$ cat config.mk
export PLATFORM = sky130hd
export DESIGN_NAME = spio_shift_rx
export DESIGN_NICKNAME = d
export VERILOG_FILES = /design/src/rtl/spio_link_pkg.sv /design/src/rtl/sync_edge.sv /design/src/rtl/spio_shift_rx.sv
export SDC_FILE = /design/constraint.sdc
export NUM_CORES = 1
export LEC_CHECK = 0
export CORE_UTILIZATION = 52
export DETAILED_ROUTE_END_ITERATION = 8
export PLACE_DENSITY = 0.77
export REMOVE_ABC_BUFFERS = 1
export SETUP_SLACK_MARGIN = 0.2
export SKIP_CTS_REPAIR_TIMING = 1
export SYNTH_ARGS = -nofsm -noshare
export SYNTH_HDL_FRONTEND = slang
export SYNTH_SLANG_ARGS = --single-unit
$ cat constraint.sdc
create_clock -name clk -period 4.65 [get_ports clk]
set_input_delay 0.6975 -clock clk [delete_from_list [all_inputs] [get_ports clk]]
set_output_delay 0.6975 -clock clk [all_outputs]
set_load 0.005 [all_outputs]
$ cat src/rtl/spio_link_pkg.sv
// Shared constants and helpers for the serial LED/segment shift link receivers.
package spio_link_pkg;

   localparam int unsigned LED_FRAME_W      = 16;
   localparam int unsigned SEG_FRAME_W      = 64;
   localparam int unsigned SYNC_STAGES_DFLT = 2;
   // Each s_clk phase must outlast the synchronizer plus the edge-history flop.
   localparam int unsigned MIN_PHASE_CLKS   = SYNC_STAGES_DFLT + 1;

   function automatic int unsigned clog2(input int unsigned v);
      int unsigned r;
      r = 0;
      while ((64'd1 << r) < 64'(v)) r++;
      return r;
   endfunction

   function automatic int unsigned min_phase_clks(input int unsigned sync_stages);
      return sync_stages + 1;
   endfunction

endpackage

$ cat src/rtl/sync_edge.sv
// Multi-flop synchronizer for one link input, plus a history flop for rise detection.
module sync_edge #(
   parameter int unsigned SYNC_STAGES = 2
) (
   input  logic clk,
   input  logic rst_n,
   input  logic d,
   output logic level,
   output logic rise
);

   logic [SYNC_STAGES-1:0] sync_q, sync_d;
   logic                   hist_q, hist_d;

   always_comb begin
      sync_d = {sync_q[SYNC_STAGES-2:0], d};
      hist_d = sync_q[SYNC_STAGES-1];
   end

   always_ff @(posedge clk or negedge rst_n) begin
      if (!rst_n) begin
         sync_q <= '0;
         hist_q <= 1'b0;
      end else begin
         sync_q <= sync_d;
         hist_q <= hist_d;
      end
   end

   assign level = sync_q[SYNC_STAGES-1];
   assign rise  = sync_q[SYNC_STAGES-1] & ~hist_q;

endmodule

$ cat src/rtl/spio_shift_rx.sv
// Oversampling receiver that rebuilds the parallel word of the serial shift-register chain.
module spio_shift_rx
   import spio_link_pkg::*;
#(
   parameter int unsigned WIDTH       = LED_FRAME_W,
   parameter int unsigned SYNC_STAGES = SYNC_STAGES_DFLT,
   parameter bit          MSB_FIRST   = 1'b1
) (
   input  logic                          clk,
   input  logic                          RSTN,
   input  logic                          s_clk,
   input  logic                          s_din,
   input  logic                          s_pen,
   input  logic                          s_clrn,
   output logic [WIDTH-1:0]              data_out,
   output logic                          data_valid,
   output logic                          frame_err,
   output logic [clog2(WIDTH+2)-1:0]     bit_cnt
);

   localparam int unsigned CNT_W = clog2(WIDTH + 2);
   localparam logic [CNT_W-1:0] CNT_FULL = CNT_W'(WIDTH);
   localparam logic [CNT_W-1:0] CNT_SAT  = CNT_W'(WIDTH + 1);

   logic clk_lvl_unused, clk_rise;
   logic pen_lvl_unused, pen_rise;
   logic clrn_lvl, clrn_rise_unused;
   logic din_lvl, din_rise_unused;

   sync_edge #(.SYNC_STAGES(SYNC_STAGES)) u_sync_clk (
      .clk(clk), .rst_n(RSTN), .d(s_clk),  .level(clk_lvl_unused), .rise(clk_rise));
   sync_edge #(.SYNC_STAGES(SYNC_STAGES)) u_sync_pen (
      .clk(clk), .rst_n(RSTN), .d(s_pen),  .level(pen_lvl_unused), .rise(pen_rise));
   sync_edge #(.SYNC_STAGES(SYNC_STAGES)) u_sync_clrn (
      .clk(clk), .rst_n(RSTN), .d(s_clrn), .level(clrn_lvl), .rise(clrn_rise_unused));
   // Same depth as s_clk so the sampled bit stays aligned with its shift edge.
   sync_edge #(.SYNC_STAGES(SYNC_STAGES)) u_sync_din (
      .clk(clk), .rst_n(RSTN), .d(s_din),  .level(din_lvl), .rise(din_rise_unused));

   logic [WIDTH-1:0] sr_q, sr_d, sr_shift;
   logic [WIDTH-1:0] data_out_q, data_out_d;
   logic             data_valid_q, data_valid_d;
   logic             frame_err_q, frame_err_d;
   logic [CNT_W-1:0] bit_cnt_q, bit_cnt_d;

   always_comb begin
      sr_shift     = MSB_FIRST ? {sr_q[WIDTH-2:0], din_lvl} : {din_lvl, sr_q[WIDTH-1:1]};
      sr_d         = sr_q;
      bit_cnt_d    = bit_cnt_q;
      data_out_d   = data_out_q;
      data_valid_d = 1'b0;
      frame_err_d  = 1'b0;
      if (!clrn_lvl) begin
         sr_d      = '0;
         bit_cnt_d = '0;
      end else begin
         if (clk_rise) begin
            sr_d      = sr_shift;
            bit_cnt_d = (bit_cnt_q == CNT_SAT) ? bit_cnt_q : bit_cnt_q + 1'b1;
         end
         // Strobe judges the post-shift state so a coincident last bit still counts.
         if (pen_rise) begin
            if (bit_cnt_d == CNT_FULL) begin
               data_out_d   = sr_d;
               data_valid_d = 1'b1;
            end else begin
               frame_err_d  = 1'b1;
            end
            bit_cnt_d = '0;
         end
      end
   end

   always_ff @(posedge clk or negedge RSTN) begin
      if (!RSTN) begin
         sr_q         <= '0;
         data_out_q   <= '0;
         data_valid_q <= 1'b0;
         frame_err_q  <= 1'b0;
         bit_cnt_q    <= '0;
      end else begin
         sr_q         <= sr_d;
         data_out_q   <= data_out_d;
         data_valid_q <= data_valid_d;
         frame_err_q  <= frame_err_d;
         bit_cnt_q    <= bit_cnt_d;
      end
   end

   assign data_out   = data_out_q;
   assign data_valid = data_valid_q;
   assign frame_err  = frame_err_q;
   assign bit_cnt    = bit_cnt_q;

endmodule

==> impl_metrics.xml <==
<?xml version="1.0" encoding="UTF-8"?>
<metrics>
  <group name="finish">
    <metric name="mostFrequentLayoutCell" unit="">sky130_fd_sc_hd__dfrtp_1</metric>
    <metric name="finish.cell_count_without_fillers" unit="">237</metric>
    <metric name="design.final.nets" unit="">196</metric>
    <metric name="register_area" unit="um^2">1226</metric>
    <metric name="drive_above_1_share" unit="%">6.349</metric>
    <metric name="layout.cells.most_common_list" unit="">sky130_fd_sc_hd__dfrtp_1 (49), sky130_fd_sc_hd__mux2i_1 (32), sky130_fd_sc_hd__clkdlybuf4s50_1 (27)</metric>
    <metric name="num-fill-cells" unit="">297</metric>
    <metric name="antenna_cells" unit="">0</metric>
    <metric name="areaGrowthSynthToFinish" unit="%">18.04</metric>
    <metric name="multi_input_comb_area" unit="um^2">683.2</metric>
  </group>
  <group name="outcome">
    <metric name="outcome" unit="">completed</metric>
  </group>
  <group name="timing">
    <metric name="timing.final.setup_violations" unit="">0</metric>
    <metric name="slew_viol_final" unit="">0</metric>
    <metric name="min_period" unit="ns">2.739</metric>
    <metric name="fin_skew" unit="ns">0.004273</metric>
    <metric name="final_ws_setup" unit="ns">1.911</metric>
    <metric name="slew_headroom" unit="%">28.10</metric>
    <metric name="setup-tns-final" unit="ns">0</metric>
    <metric name="post-route-period-util" unit="%">58.91</metric>
    <metric name="hold_violations" unit="">0</metric>
    <metric name="clock.fmax" unit="GHz">0.3651</metric>
    <metric name="worst_pin_slew" unit="ns">1.075</metric>
    <metric name="unrepaired_setup_endpoints_after_global_routing" unit="">false</metric>
  </group>
  <group name="setup_path">
    <metric name="critical_path.max_fanout" unit="">17</metric>
    <metric name="setup.worst_path.start_class" unit="">flop</metric>
    <metric name="critical_path_class" unit="">flop to flop</metric>
    <metric name="worstPathArrival" unit="ns">2.93</metric>
    <metric name="timing.critical_path.to_type" unit="">flop</metric>
    <metric name="critical_path_required" unit="ns">4.84</metric>
    <metric name="ff2ff_setup_slack" unit="ns">1.91</metric>
  </group>
  <group name="placement">
    <metric name="dp.final_hpwl" unit="um">2212</metric>
    <metric name="rd_place_congestion" unit="">0.7351</metric>
    <metric name="post-place-cells" unit="">229</metric>
    <metric name="numPortBuffers" unit="">28</metric>
    <metric name="post-place-ws" unit="ns">1.942</metric>
  </group>
  <group name="logic_synthesis">
    <metric name="ys_seq_area_share" unit="%">60.12</metric>
    <metric name="ys_types" unit="">25</metric>
    <metric name="synth-edff-count" unit="">0</metric>
    <metric name="synth_async_reset_ratio" unit="%">100.0</metric>
    <metric name="number_of_flip_flops_and_latches_in_the_synthesized_netlist" unit="">49</metric>
    <metric name="ys.flop_type" unit="">sky130_fd_sc_hd__dfrtp_1</metric>
    <metric name="synth.avg_cell_area" unit="um^2">12.83</metric>
    <metric name="ys_warnings" unit="">0</metric>
    <metric name="syn-instance-count" unit="">159</metric>
    <metric name="synth_area" unit="um^2">2039</metric>
  </group>
  <group name="clock_tree">
    <metric name="cts_buffers" unit="">5</metric>
    <metric name="tritoncts_num_sinks" unit="">49</metric>
    <metric name="cts-root-to-sink-buffers" unit="">2</metric>
    <metric name="clk_latency" unit="ns">0.29</metric>
    <metric name="h-tree-depth" unit="">2</metric>
    <metric name="ctsRootBufferMaster" unit="">sky130_fd_sc_hd__clkbuf_8</metric>
    <metric name="clk_pin_slew" unit="ns">0.08</metric>
    <metric name="cts_tree" unit="">yes</metric>
  </group>
  <group name="floorplanning">
    <metric name="floorplan.initialDensity" unit="%">54.88</metric>
    <metric name="fp.dieW" unit="um">64.63</metric>
    <metric name="die_height" unit="um">64.63</metric>
    <metric name="num_io_pins" unit="">29</metric>
    <metric name="rows" unit="">22</metric>
    <metric name="core-area" unit="um^2">3716</metric>
    <metric name="die-area" unit="um^2">4176</metric>
  </group>
  <group name="route">
    <metric name="initialDrtViolationCount" unit="">85</metric>
    <metric name="detailroute.via_count" unit="">1201</metric>
    <metric name="routed_wirelength" unit="um">3250</metric>
    <metric name="ant_nets" unit="">0</metric>
    <metric name="drt-pass1-iter-count" unit="">4</metric>
    <metric name="post-route-drc-count" unit="">0</metric>
    <metric name="route.detailed.wl_per_inst" unit="um">13.71</metric>
    <metric name="via_per_inst" unit="">5.068</metric>
  </group>
  <group name="power">
    <metric name="cellPowerDensity" unit="nW/um^2">294.3</metric>
    <metric name="ir_worst_vdd" unit="mV">0.2402</metric>
    <metric name="static-leakage-power" unit="nW">1.140</metric>
  </group>
  <group name="global_routing">
    <metric name="number_of_global_route_vias_before_repair" unit="">1205</metric>
    <metric name="grt_start_max_net_pins" unit="">50</metric>
    <metric name="overflow" unit="">0</metric>
    <metric name="grt_first_pass_wirelength" unit="um">5740</metric>
    <metric name="grt_use_total" unit="%">18.53</metric>
    <metric name="grt_antenna_before_repair" unit="">0</metric>
  </group>
  <group name="worst_hold_path">
    <metric name="holdCritPathClass" unit="">flop to flop</metric>
  </group>
  <group name="job">
    <metric name="timing.max_cap.violations" unit="">0</metric>
  </group>
</metrics>
## worst max-delay path, stage by stage, from the launching register on
cell                        delay (ns)
sky130_fd_sc_hd__dfrtp_1          0.47
sky130_fd_sc_hd__inv_1            0.09
sky130_fd_sc_hd__ha_1             0.21
sky130_fd_sc_hd__nand4bb_4        0.14
sky130_fd_sc_hd__a2111o_1         0.42
sky130_fd_sc_hd__nand4_1          0.13
sky130_fd_sc_hd__nand3b_1         0.74
sky130_fd_sc_hd__mux2i_1          0.43
## power by group
group	internal, mW	switching, mW
Sequential	0.432	0.00655
Clock	0.106	0.129
Combinational	0.0158	0.0183
## metal layers
metal,vias up,wire [um],GRT usage [%]
li1,578,-,-
met1,588,1534,25.09
met2,28,1546,28.95
met3,7,105,3.697
met4,0,63,8.333
met5,-,0,0
## cell usage after synthesis (2+ instances only)
master / number / share of area (%)
sky130_fd_sc_hd__a211oi_1: 2 / 0.74
sky130_fd_sc_hd__o21ai_0: 2 / 0.49
sky130_fd_sc_hd__ha_1: 2 / 1.2
sky130_fd_sc_hd__mux2i_1: 32 / 16
sky130_fd_sc_hd__buf_2: 3 / 0.74
sky130_fd_sc_hd__nor2b_1: 17 / 5.2
sky130_fd_sc_hd__dfrtp_1: 49 / 60
sky130_fd_sc_hd__inv_1: 19 / 3.5
sky130_fd_sc_hd__xor2_1: 3 / 1.3
sky130_fd_sc_hd__buf_6: 2 / 1.1
sky130_fd_sc_hd__nand4_1: 4 / 1.2
sky130_fd_sc_hd__nand3_1: 2 / 0.49
sky130_fd_sc_hd__nor2_1: 7 / 1.3
sky130_fd_sc_hd__a21oi_1: 2 / 0.49
sky130_fd_sc_hd__nand3b_1: 3 / 1.1
## sequential cells by signal (all words and copies together) (netlist names)
signal              cells
sr_q                   16
bit_cnt                 5
u_sync_din.sync_q       2
frame_err               1
u_sync_clrn.sync_q      2
data_valid              1
u_sync_clk.hist_q       1
data_out               16
u_sync_clk.sync_q       2
u_sync_pen.hist_q       1
u_sync_pen.sync_q       2
## path summary, 6_finish.rpt
kind / cells after the start / endpoint / start
max in group asynchronous: 1 / data_out[3]$_DFFE_PN0P_ / RSTN
min in group asynchronous: 1 / bit_cnt[4]$_DFF_PN0_ / RSTN
hold / removal: 0 / u_sync_clk.sync_q[1]$_DFF_PN0_ / u_sync_clk.sync_q[0]$_DFF_PN0_
hold reg to reg: 0 / u_sync_clk.sync_q[1]$_DFF_PN0_ / u_sync_clk.sync_q[0]$_DFF_PN0_
setup / recovery: 7 / data_out[0]$_DFFE_PN0P_ / bit_cnt[1]$_DFF_PN0_
setup reg to reg: 7 / data_out[0]$_DFFE_PN0P_ / bit_cnt[1]$_DFF_PN0_
## cell type report
type,count,area share (%)
sequential,49,50.94
multi-input combinational,84,28.38
timing repair buffer,29,11.75
clock buffer,7,3.170
inverter,19,2.963
tap,48,2.495
clock inverter,1,0.3119
## stage by stage
stage          total power, mW  instance area [um^2]  hold slack [ns]  util [%]
6_report                0.7085                  2407           0.3511     64.78
5_1_grt                 0.7347                  2407           0.3630     64.78
4_1_cts                 0.7149                  2407           0.3536     64.78
3_5_place_dp            0.4817                  2323           0.3347     62.53
3_3_place_gp            0.4804                  2323           0.3327     62.53
2_1_floorplan           0.4622                  1978           0.3312         -
## cells by family (layout without fill, tap and decap cells)
logic type | count (synthesis) | count (layout) | synth area share (%)
compound gates | 8 | 8 | 2.577
xor+xnor | 4 | 4 | 1.718
fa+ha+maj | 2 | 2 | 1.227
buf+inv | 26 | 56 | 6.503
flops | 49 | 49 | 60.12
mux | 32 | 32 | 15.71
simple gates | 38 | 38 | 12.15
Power figures use the tool's default switching activity.
